==> src/rtl/bcd_to_bin_seq.sv <==
// Four-digit BCD to 14-bit binary converter using reverse double-dabble:
// one right shift plus per-digit "subtract 3 if >= 8" correction per clock.
module bcd_to_bin_seq #(
  parameter int BIN_W = 14,
  parameter int CNT_W = 4
) (
  input  logic             clk,
  input  logic             rst,
  input  logic             start,
  input  logic [3:0]       tho,
  input  logic [3:0]       hun,
  input  logic [3:0]       ten,
  input  logic [3:0]       one,
  output logic [BIN_W-1:0] bin_out,
  output logic             busy,
  output logic             done,
  output logic             err
);

  // Handshake: start is sampled on every rising edge where busy=0; a request
  // is accepted there. busy stays high for the whole conversion and any start
  // seen while busy=1 is dropped. done pulses for one cycle when bin_out/err
  // take their new value; both then hold until the next accepted request.

  localparam int SR_W = 16 + BIN_W;

  typedef enum logic {
    S_IDLE = 1'b0,
    S_CONV = 1'b1
  } state_e;

  state_e             state_q, state_d;
  logic [SR_W-1:0]    sr_q, sr_d;
  logic [CNT_W-1:0]   cnt_q, cnt_d;
  logic [BIN_W-1:0]   bin_q, bin_d;
  logic               busy_q, busy_d;
  logic               done_q, done_d;
  logic               err_q, err_d;

  logic               bad_digit;
  logic [SR_W-1:0]    shifted;
  logic [SR_W-1:0]    corrected;

  always_comb begin
    bad_digit = (tho > 4'd9) || (hun > 4'd9) || (ten > 4'd9) || (one > 4'd9);
    shifted   = sr_q >> 1;
    corrected = shifted;
    // Each BCD digit above the binary field is corrected independently.
    for (int i = 0; i < 4; i++) begin
      if (shifted[BIN_W + 4*i +: 4] >= 4'd8) begin
        corrected[BIN_W + 4*i +: 4] = shifted[BIN_W + 4*i +: 4] - 4'd3;
      end
    end
  end

  always_comb begin
    state_d = state_q;
    sr_d    = sr_q;
    cnt_d   = cnt_q;
    bin_d   = bin_q;
    busy_d  = busy_q;
    done_d  = 1'b0;
    err_d   = err_q;
    case (state_q)
      S_IDLE: begin
        if (start) begin
          if (bad_digit) begin
            bin_d  = '0;
            err_d  = 1'b1;
            done_d = 1'b1;
          end else begin
            sr_d    = {tho, hun, ten, one, {BIN_W{1'b0}}};
            cnt_d   = '0;
            busy_d  = 1'b1;
            err_d   = 1'b0;
            state_d = S_CONV;
          end
        end
      end
      S_CONV: begin
        sr_d  = corrected;
        cnt_d = cnt_q + 1'b1;
        if (cnt_q == CNT_W'(BIN_W - 1)) begin
          bin_d   = corrected[BIN_W-1:0];
          done_d  = 1'b1;
          busy_d  = 1'b0;
          state_d = S_IDLE;
        end
      end
      default: begin
        state_d = S_IDLE;
        busy_d  = 1'b0;
      end
    endcase
  end

  always_ff @(posedge clk or negedge rst) begin
    if (!rst) begin
      state_q <= S_IDLE;
      sr_q    <= '0;
      cnt_q   <= '0;
      bin_q   <= '0;
      busy_q  <= 1'b0;
      done_q  <= 1'b0;
      err_q   <= 1'b0;
    end else begin
      state_q <= state_d;
      sr_q    <= sr_d;
      cnt_q   <= cnt_d;
      bin_q   <= bin_d;
      busy_q  <= busy_d;
      done_q  <= done_d;
      err_q   <= err_d;
    end
  end

  assign bin_out = bin_q;
  assign busy    = busy_q;
  assign done    = done_q;
  assign err     = err_q;

endmodule
==> config.mk <==
export PLATFORM = sky130hd
export DESIGN_NAME = bcd_to_bin_seq
export DESIGN_NICKNAME = d
export VERILOG_FILES = /design/src/rtl/bcd_to_bin_seq.sv
export SDC_FILE = /design/constraint.sdc
export NUM_CORES = 1
export LEC_CHECK = 0
export ABC_CLOCK_PERIOD_IN_PS = 3500
export BUFFER_PORTS_ARGS = -buffer_cell sky130_fd_sc_hd__buf_2
export CAP_MARGIN = 0
export CORE_MARGIN = 3
export CORE_UTILIZATION = 30
export CTS_CLUSTER_SIZE = 16
export DETAILED_ROUTE_END_ITERATION = 10
export HOLD_SLACK_MARGIN = 0.02
export MAX_ROUTING_LAYER = met4
export SYNTH_ARGS = -nofsm -noshare
export SYNTH_HDL_FRONTEND = slang
export SYNTH_SLANG_ARGS = --single-unit
==> constraint.sdc <==
create_clock -name clk -period 3.5 [get_ports clk]
set_input_delay 0.175 -clock clk [delete_from_list [all_inputs] [get_ports clk]]
set_output_delay 0.175 -clock clk [all_outputs]
set_load 0.01 [all_outputs]
== Yosys cells after proc, flatten, opt, wreduce, memory -nomap -nowiden ==
Index checks and enable logic that the tools add are counted.
Storage, ports and cells
  input bits: 19
  word-level logic and storage cells: 59
  register bits: 52
  output and inout port bits: 17
Operators by class
  mux-type cells: 26
  order comparisons: 8
  reduce and logical (&&, ||, !) cells: 7
  add/sub/neg operators: 5
  equal/unequal tests: 5
  bitwise gates (word level): 1
Operators by type and width (count)
  $mux W30: 2
  $pmux W30 S2: 1
  $mux W14: 3
  $pmux W14 S2: 1
  $mux W4: 6
  $gt A4 B4 Y1 const B: 4
  $ge A4 B4 Y1 const B: 3
  $sub A4 B2 Y4 const B: 3
  $mux W1: 9
  $pmux W4 S2: 1
  $ne A2 B2 Y1 const B: 3
  $pmux W1 S2: 3
  $reduce_and A3 Y1: 2
  $add A4 B1 Y4 const B: 1
  $eq A4 B4 Y1 const B: 1
  $ge A3 B4 Y1 const B: 1
  $reduce_and A2 Y1: 2
  $sub A3 B2 Y4 const B: 1
  $logic_or A1 B1 Y1: 3
  $ne A2 B1 Y1 const B: 1
  $not A1 Y1: 1

== Logic depth before layout (Yosys ltp) ==
  depth in word-level cells: 7
  mapped depth: 7
  gate-level depth less buffers: 5

== Least setup slack after synthesis ==
No wires, ideal clock.
  path kind: reg-to-reg
  start point: register cnt_q[0]
  end point: register bin_q[0], in the netlist bin_out[0]
  stages on the path, launching flop included: 7
  data arrival time: 1402 ps
  data required time: 3435 ps
  slack: 2033 ps
  path buffers: 2
  period minus slack after synthesis: 1467 ps
  library setup time: 65 ps
  path through: dfrtp_1 > ha_1 > and4_1 > buf_2 > a21oi_2 > buf_4 > a22o_1
On the way
  longest elaborated chain between the ends: 3
RTL lines
  from (decl): line 34  | logic [CNT_W-1:0] cnt_q, cnt_d;
  from (signal assigned): line 109  | cnt_q <= cnt_d;
  $eq A4 B4 Y1: line 83  | if (cnt_q == CNT_W'(BIN_W - 1)) begin
  $ne A2 B1 Y1 (no line)
  $reduce_and A3 Y1 (no line)
  to (signal assigned): line 110  | bin_q <= bin_d;
  to (decl): line 35  | logic [BIN_W-1:0] bin_q, bin_d;
No other way between the ends.
A chain may end at the register's enable or synchronous reset.

== Worst setup path after layout ==
  start point: register state_q
  end point: register bin_q[5], in the netlist bin_out[5]
On the way
  longest elaborated chain between the ends: 3
  elaborated cells between the ends (all ways): 6
  those cells by class: eq/ne: 3; mux: 1; bitwise: 1; reduce/logical: 1
RTL lines
  from (decl): line 32  | state_e state_q, state_d;
  from (signal assigned): line 107  | state_q <= state_d;
  $not A1 Y1 (no line)
  $ne A2 B2 Y1 (no line)
  $reduce_and A3 Y1 (no line)
Parallel ways exist; a longest one is shown, timed or not.

==> run summary <==
commonest non-fill, non-tap cell in the layout: dfrtp_1
diode count: 0
worst-path maximum fanout: 18
synth-to-layout area growth: 15.2%
layout cells sized above 1: 22.6%
Syn Area/Cell: 12.5 um2
Root Driver: clkbuf_8
clock slew at reported path FFs: 0.09 ns
TritonCTS clock tree: done
nets@finish: 243
LEAKAGE: 1.28 nW
Core Region: 0.00729 mm2
crit path buf inv count: 0
boundary pin count: 36
Core Util, Final: 35.8%
highest routed metal layer: met4
Die Width: 92.9 um
register area share after synthesis: 56.4%
# setup viols final: 0
hpwl dp: 3.17 mm
CP max stage delay: 0.78 ns
cell breakdown of the critical path: and4_1 > a21oi_2 > a22o_1
syn nets: 208
Max-Cap Viols: 0
max_slew headroom: 51.7%
Inserted Clock Buffers: 5
Mapped Cells: 181
critical path's slowest cell: and4_1
Critical Path RT: 3.69 ns
Critical Path Source Type: flop
ANT nets after route: 0
worst r2r path cells: 3
Min-Delay Endpoint: sr_q[18]
Pwr Density: 767 mW/mm2
wire length per cell: 14.6 um
IO buf count: 35
Hold WC Path Type: in2reg
CP Capture Type: flop
Critical R2R Capture: bin_out[5]
placed insts: 307
Congestion Overflow GR: 0
Reg area: 0.00128 mm2
cell depth of the worst min-delay path: 2
Fill cells: 764
met2 wire length: 2.04 mm
drt first pass iters: 4
clk_lat worst skew: 0.30 ns
FMAX: 0.464 GHz
Starting Density: 31.1%
Final Hold Viols: 0
via count: 1554
H-tree levels: 2
VDD IR max: 0.218 mV
HP Start: ten[0]
Top Family by Delay on Critical Path: simple AND/OR/NAND/NOR gates
Layout Cells excl Fill: 316
die area: 0.00863 mm2
Via density: 4.92
global-route wire length before repair: 7.78 mm
Finished Cell Area: 0.00261 mm2
Worst Skew: 0.00533 ns
cell row count: 31
setup bufs post-CTS: 0
WL met1: 2.31 mm
RR Startpoint: state_q
DR DRC count: 0
commonest cells after routing, fill and taps aside: dfrtp_1 (51), buf_2 (35), a22o_1 (30)
Design Power: 2.00 mW
antenna violations before repair: 0
Post-Syn Area: 0.00226 mm2
Area after DPL: 0.00251 mm2
flops & latches, synth: 51
met3 wire len: 212 um
Crit Path Category: reg2reg
unrepaired setup endpoints after global routing: no
vias in the first global route: 1528
worst-margin pin slew: 0.724 ns
Distinct cells, synth: 27
clk buf depth: 2
initial DRC count: 40
setup TNS: 0 ns
Yosys warnings: 0
Placer Congestion: 0.755
Tmin final: 2.16 ns
Final Max Slew Viols: 0
crit path DAT: 2.35 ns
overall routed net length: 4.61 mm
Worst R2R Setup Slack: 1.34 ns
Total Routing Usage GR: 11.7%
Final Cycle Share: 61.6%
Die Y-Extent: 92.9 um
area of the multi-input gates: 876 um2
# clock sinks: 51
outcome: finished, final reports clean
largest net degree at the start of global routing: 52
## metrics by stage
| stage | hold WS (ns) | worst slack, ns |
|---|---|---|
| final | 0.112 | 1.34 |
| after global routing | 0.103 | 1.17 |
| after CTS | 0.105 | 1.32 |
| after detailed placement | 0.326 | 1.34 |
| after global placement | 0.322 | 1.35 |
| after floorplan | -0.121 | 2.03 |
## worst reg2reg max path, delay by kind of cell (launching register included)
| family | cells | cell delay (ns) |
|---|---|---|
| flip-flops | 1 | 0.72 |
| AND/OR/NAND/NOR | 1 | 0.78 |
| AO/OA/AOI/OAI | 2 | 0.56 |
## what timing repair did
item                                   in CTS  in global routing
endpoints found under the hold margin      51                  0
gates resized for setup                     0                  0
hold buffers                                1                  0
## worst max-delay path by stage
stage	startpoint	end	cells past startpoint
5_1_grt	state_q	bin_out[8]	3
3_3_place_gp	state_q	bin_out[5]	3
4_1_cts	state_q	bin_out[7]	3
6_report	state_q	bin_out[5]	3
2_1_floorplan	cnt_q[0]	bin_out[0]	6
3_5_place_dp	state_q	bin_out[7]	3
## cell usage after synthesis
cell type	count	area (um2)
a22o_1	30	263
nand3_1	2	10.0
nand2_1	3	11.3
nor2_1	7	26.3
and4_1	2	17.5
buf_4	1	7.51
a221o_1	15	150
a21oi_2	2	17.5
o21bai_1	1	7.51
nor3_4	1	16.3
xor2_1	4	35.0
buf_6	3	33.8
dfrtp_1	51	1280
nand4_1	1	6.26
clkbuf_1	3	11.3
buf_1	1	3.75
o21ai_0	5	25.0
inv_1	11	41.3
ha_1	8	100
mux2i_1	3	30.0
nand2b_1	3	18.8
and2_1	9	56.3
nor2b_1	3	18.8
a21oi_1	4	20.0
xnor2_1	4	35.0
mux2_2	1	11.3
buf_2	3	15.0
## layer usage
metal	vias to the layer above	global-route usage, %
met3	6	2.84
li1	737	-
met2	33	16.7
met4	0	3.66
met5	-	-
met1	778	16.5
## flip-flops by register name, indices dropped and copies added (netlist names)
name and flops:
sr_q 29, bin_out 14, cnt_q 4, busy 1, done 1, err 1, state_q 1
## report_power, final
| group | internal, mW | switching [mW] |
|---|---|---|
| clock | 0.140 | 0.186 |
| sequential | 0.799 | 0.213 |
| combinational | 0.350 | 0.313 |
## cells by family after synthesis
group,synth area share [%]
AOI/OAI and AO/OA,21.3
xor gates and xnor gates,3.09
adders and majority gates,4.42
buffers and inverters,4.97
DFF,56.4
muxes,1.82
and+or+nand+nor,8.01
## cell type report
type	count	share of cell area, %
Clock buffer	6	2.78
Tap cell	99	4.75
Multi-Input combinational cell	108	33.6
Timing Repair Buffer	39	7.96
Inverter	11	1.58
Sequential cell	51	48.9
Clock inverter	2	0.479
(Power assumes the default switching activity.)
